$ cat src/rtl/inst_rom_arb_pkg.sv
// Shared definitions for the instruction-ROM arbiter: bus widths, chip-enable
// and reset levels, the zero word, the priority-state encoding and the
// starvation-counter limits.
package inst_rom_arb_pkg;

    localparam int unsigned InstAddrBusW = 32;
    localparam int unsigned InstBusW     = 32;

    localparam logic RstEnable   = 1'b1;
    localparam logic ChipEnable  = 1'b1;
    localparam logic ChipDisable = 1'b0;

    localparam logic [InstBusW-1:0] ZeroWord = '0;

    localparam int unsigned         StarveW   = 4;
    localparam logic [StarveW-1:0]  StarveMax = 4'd15;

    // Which port wins the next contested cycle.
    typedef enum logic {
        PriIf = 1'b0,
        PriLd = 1'b1
    } pri_e;

    // Word accesses only: any set byte-offset bit makes the address illegal.
    function automatic logic is_misaligned(input logic [1:0] lsb);
        return lsb != 2'b00;
    endfunction

endpackage

$ cat src/rtl/inst_rom_arb.sv
// inst_rom_arb: two-port arbiter in front of a combinational single-port ROM.
//
// Ports
//   clk, rst                      clock; synchronous active-high reset
//   if_req/if_addr -> if_gnt      instruction-fetch request and same-cycle grant
//   if_rvalid/if_rdata/if_err     fetch response, one cycle after the grant
//   ld_req/ld_addr -> ld_gnt      data-side constant-load request and grant
//   ld_rvalid/ld_rdata/ld_err     load response, one cycle after the grant
//   rom_ce/rom_addr <- rom_inst   ROM access for the granted port
//   stallreq                      fetch is requesting but not granted
//
// Build option
//   INST_ROM_ARB_RR_EN  defined: contested grants alternate between the ports.
//                       undefined: fetch always wins contention (state held at
//                       PriIf); the load starvation guard stays active either way.
module inst_rom_arb
    import inst_rom_arb_pkg::*;
#(
    parameter int unsigned ADDR_W = InstAddrBusW,
    parameter int unsigned DATA_W = InstBusW
) (
    input  logic              clk,
    input  logic              rst,
    input  logic              if_req,
    input  logic [ADDR_W-1:0] if_addr,
    output logic              if_gnt,
    output logic              if_rvalid,
    output logic [DATA_W-1:0] if_rdata,
    output logic              if_err,
    input  logic              ld_req,
    input  logic [ADDR_W-1:0] ld_addr,
    output logic              ld_gnt,
    output logic              ld_rvalid,
    output logic [DATA_W-1:0] ld_rdata,
    output logic              ld_err,
    output logic              rom_ce,
    output logic [ADDR_W-1:0] rom_addr,
    input  logic [DATA_W-1:0] rom_inst,
    output logic              stallreq
);

    logic              rst_act;
    pri_e              pri_q, pri_d;
    logic [StarveW-1:0] starve_q, starve_d;
    logic              contest, if_win, ld_win;
    logic [ADDR_W-1:0] gnt_addr;
    logic              gnt_any, gnt_mis;

    logic              if_rvalid_q, if_err_q, ld_rvalid_q, ld_err_q;
    logic [DATA_W-1:0] if_rdata_q, ld_rdata_q;

    assign rst_act = (rst == RstEnable);

    // Priority state register.
    always_ff @(posedge clk) begin
        if (rst_act) begin
            pri_q <= PriIf;
        end else begin
            pri_q <= pri_d;
        end
    end

    // Next priority state: the loser of a contested grant gets the next turn.
    always_comb begin
        pri_d = pri_q;
`ifdef INST_ROM_ARB_RR_EN
        if (contest) begin
            pri_d = ld_win ? PriIf : PriLd;
        end
`else
        pri_d = PriIf;
`endif
    end

    // Arbitration outputs. A saturated starvation counter overrides the state.
    always_comb begin
        contest = if_req & ld_req;
        if_win  = 1'b0;
        ld_win  = 1'b0;
        if (contest) begin
            if (starve_q == StarveMax || pri_q == PriLd) begin
                ld_win = 1'b1;
            end else begin
                if_win = 1'b1;
            end
        end else begin
            if_win = if_req;
            ld_win = ld_req;
        end
    end

    assign if_gnt   = if_win & ~rst_act;
    assign ld_gnt   = ld_win & ~rst_act;
    assign stallreq = if_req & ~if_gnt & ~rst_act;

    assign gnt_addr = ld_gnt ? ld_addr : if_addr;
    assign gnt_any  = if_gnt | ld_gnt;
    assign gnt_mis  = is_misaligned(gnt_addr[1:0]);
    // Misaligned grants are answered with an error and never touch the ROM.
    assign rom_ce   = (gnt_any && !gnt_mis) ? ChipEnable : ChipDisable;
    assign rom_addr = (gnt_any && !gnt_mis) ? gnt_addr : '0;

    always_comb begin
        starve_d = starve_q;
        if (ld_gnt) begin
            starve_d = '0;
        end else if (ld_req && starve_q != StarveMax) begin
            starve_d = starve_q + 1'b1;
        end
    end

    // Response registers: rvalid/err pulse for one cycle, rdata holds.
    always_ff @(posedge clk) begin
        if (rst_act) begin
            starve_q    <= '0;
            if_rvalid_q <= 1'b0;
            if_err_q    <= 1'b0;
            if_rdata_q  <= DATA_W'(ZeroWord);
            ld_rvalid_q <= 1'b0;
            ld_err_q    <= 1'b0;
            ld_rdata_q  <= DATA_W'(ZeroWord);
        end else begin
            starve_q    <= starve_d;
            if_rvalid_q <= if_gnt;
            if_err_q    <= if_gnt & gnt_mis;
            ld_rvalid_q <= ld_gnt;
            ld_err_q    <= ld_gnt & gnt_mis;
            if (if_gnt) begin
                if_rdata_q <= gnt_mis ? DATA_W'(ZeroWord) : rom_inst;
            end
            if (ld_gnt) begin
                ld_rdata_q <= gnt_mis ? DATA_W'(ZeroWord) : rom_inst;
            end
        end
    end

    // Responses read as reset values for as long as reset is held.
    assign if_rvalid = if_rvalid_q & ~rst_act;
    assign if_err    = if_err_q & ~rst_act;
    assign if_rdata  = rst_act ? DATA_W'(ZeroWord) : if_rdata_q;
    assign ld_rvalid = ld_rvalid_q & ~rst_act;
    assign ld_err    = ld_err_q & ~rst_act;
    assign ld_rdata  = rst_act ? DATA_W'(ZeroWord) : ld_rdata_q;

endmodule

$ cat config.mk
export PLATFORM = sky130hd
export DESIGN_NAME = inst_rom_arb
export DESIGN_NICKNAME = d
export VERILOG_FILES = /design/src/rtl/inst_rom_arb_pkg.sv /design/src/rtl/inst_rom_arb.sv
export SDC_FILE = /design/constraint.sdc
export NUM_CORES = 1
export LEC_CHECK = 0
export ABC_CLOCK_PERIOD_IN_PS = 1800
export CAP_MARGIN = 30
export CORE_MARGIN = 4
export CORE_UTILIZATION = 32
export CTS_CLUSTER_SIZE = 10
export DETAILED_ROUTE_END_ITERATION = 7
export PLACE_DENSITY = 0.71
export SYNTH_ARGS = -nofsm -noshare
export SYNTH_HDL_FRONTEND = slang
export SYNTH_SLANG_ARGS = --single-unit
$ cat constraint.sdc
create_clock -name clk -period 1.8 [get_ports clk]
set_input_delay 0.45 -clock clk [delete_from_list [all_inputs] [get_ports clk]]
set_output_delay 0.45 -clock clk [all_outputs]
set_load 0.005 [all_outputs]
==> results.txt <==
Post-synth top area share: 38.3%
Clk_lat worst skew: 0.33 ns
Final Cell Area: 0.00712 mm^2
Worst hold path class: flip-flop to flip-flop
Final Core Density: 62.1%
Initial antenna violation count: 0
Status: finished with violations
Ys async rst share: 0%
Most frequent cell after synthesis: dfxtp_1
I/O Pins: 204
Final worst path period share: 131%
Share of cells above drive strength 1: 51.2%
Final Max Tran Viols: 0
Area of placed instances: 0.00616 mm^2
Clock root buffer: clkbuf_16
Tot Pwr: 4.28 mW
Iteration-0 DRC Markers: 105
CP startpoint kind: input pin
WL/cell: 19.6 um
CTS Hold Bufs: 0
Prevailing post-synth register cell: dfxtp_1
Crit-path slowest cell: or3_4
First-pass GRT wire length: 21900 um
Crit path capture type: primary output
Post-synth EDFFs: 0
Vias: 3725
Cell variety after synth: 32
DP HPWL: 9000 um
Routed Antenna Nets: 0
Final min period: 2.36 ns
TritonCTS buffer count: 9
PnR worst setup slack: -0.565 ns
Pre-antenna DRT Iters: 4
Crit path max fanout: 6
Die height: 117 um
# rows: 39
Failing checks: negative setup slack
RSZ-0062 raised after global routing: true
Gr usage total: 21.2%
Pleak: 3.31 nW
Seq/Total Area, Yosys: 38.3%
DRC: 0
Filler cells: 948
Area grow syn2layout: 89.0%
Final Non-Filler Cells: 778
Drt via density: 4.79
Warnings, synthesis: 0
Routability Congestion: 0.864
Largest area contributor in the netlist: dfxtp_1
Max Cap Violations: 0
Final Setup Violations: 71
Worst reg-to-reg path cell count: 10
DP Cell Count: 717
Max Clk Rate: 423 MHz
DP Worst Slack: -1.04 ns
Cells after Synth: 364
Clk sinks: 72
Peak supply drop: 593 uV
Die area: 0.0136 mm^2
Syn_area_per_cell: 10.3 um^2
Die W: 117 um
Worst Path Arrival: 1.91 ns
Layout Skew: 0.00372 ns
# diodes: 0
Core ar.: 0.0115 mm^2
Hold path depth: 2
Bufs on Longest Clock Path: 2
Setup_tns: -23.78 ns
Final hold slack: 0.556 ns
Largest net degree at the start of global routing: 35
Vias in the first global route: 4008
Number of I/O port buffers: 201
Crit Path Category: input pin to primary output
Top cells by count, synth: dfxtp_1, and2_1, nor2b_1
CTS tree: yes
Nets: 732
Starting Density: 32.9%
GRT Residual Overflow: 0
# H-tree levels: 3
Multi-input logic area: 0.00257 mm^2
#FFs+latches synth: 72
Drt total wl: 15200 um
Hold Vio Cnt, Final: 0
Crit-path cells: dlygate4sd2_1 -> or3_4 -> a211oi_4 -> buf_6 -> buf_16 -> buf_8 -> a22o_1 -> buf_2
PwrDens: 601 mW/mm^2
Reg area: 0.00144 mm^2
Clock transition at path regs: 0.06 ns
Crit-path max cell delay: 0.34 ns
WP data required: 1.35 ns
Area contributors post-synth: dfxtp_1, mux2_2, mux2_4
Cell Area, Synth: 0.00377 mm^2
==> registers in the layout, summed over array words and instances, names as in the netlist <==
register,count
if_rdata_q,32
ld_rdata_q,32
starve_q,4
if_err_q,1
if_rvalid_q,1
ld_err_q,1
ld_rvalid_q,1
==> worst max-delay path: cells and delay by family <==
| family | cells | cell delay, ns |
|---|---|---|
| compound gates | 2 | 0.38 |
| buf+inv | 5 | 0.74 |
| simple gates | 1 | 0.34 |
==> layout by cell type (no fill, tap or decap), types with 2 or more instances in the layout <==
cell,netlist,layout
a21oi_1,3,3
a22o_1,30,30
and2_1,64,64
and2b_1,13,13
buf_12,0,11
buf_16,0,7
buf_2,4,64
buf_4,3,45
buf_6,6,18
buf_8,0,6
clkbuf_16,0,11
clkbuf_2,0,25
clkbuf_8,0,3
clkdlybuf4s15_1,0,4
clkdlybuf4s15_2,0,2
clkdlybuf4s50_1,0,94
clkinv_2,0,2
conb_1,1,2
dfxtp_1,72,70
dfxtp_2,0,2
dlygate4sd2_1,0,7
inv_1,4,2
inv_2,0,2
mux2_2,37,22
mux2_4,27,42
nand2_1,3,3
nand4_1,2,2
nor2_1,3,2
nor2b_1,58,11
nor2b_2,0,13
nor2b_4,0,34
==> cell type report <==
| type | instances | share of cell area [%] |
|---|---|---|
| Timing Repair Buffer | 285 | 36.6 |
| Clock buffer | 12 | 3.74 |
| Sequential cell | 72 | 20.3 |
| Clock inverter | 3 | 0.562 |
| Tap cell | 143 | 2.51 |
| Multi-Input combinational cell | 259 | 36.1 |
| Inverter | 4 | 0.211 |
==> cells by family after synthesis <==
| family | after synthesis | synth area share, % |
|---|---|---|
| AOI/OAI and AO/OA | 37 | 8.30 |
| other | 1 | 0.0995 |
| DFF | 72 | 38.3 |
| and+or+nand+nor | 155 | 26.2 |
| adders and majority gates | 1 | 0.332 |
| buffers and inverters | 34 | 5.01 |
| muxes | 64 | 21.8 |
==> path summary, 6_finish.rpt <==
path	start	to	slack, ns
worst max-delay path	ld_addr[0]	rom_addr[28]	-0.56
worst min-delay path	starve_q[3]$_SDFFE_PP0P_	starve_q[3]$_SDFFE_PP0P_	0.56
worst max register to register	starve_q[0]$_SDFFE_PP0P_	ld_rdata_q[2]$_SDFFE_PP0N_	-0.23
worst min register to register	starve_q[3]$_SDFFE_PP0P_	starve_q[3]$_SDFFE_PP0P_	0.56
==> routing by layer <==
metal  track usage, %  vias to the layer above  part of all wire (%)
met1             23.1                     1752                    38
met2             38.0                      169                    49
met5                0                        -                     0
li1                 -                     1765                     -
met4             10.3                        0                   3.6
met3             5.75                       39                   9.3
==> what timing repair did <==
action                     in CTS  in global routing
pin swaps                      16                 18
buffers inserted               31                  8
cloned                         10                  3
resized for setup             443                 95
hold endpoints to repair        0                  0
setup endpoints to repair     170                126
==> power by group <==
| group | switching (mW) | internal (mW) |
|---|---|---|
| Combinational | 0.299 | 0.500 |
| Sequential | 0.0110 | 1.64 |
| Clock | 0.659 | 1.17 |
| Total | 0.970 | 3.31 |
No activity file was read; power rests on OpenSTA's default activity.
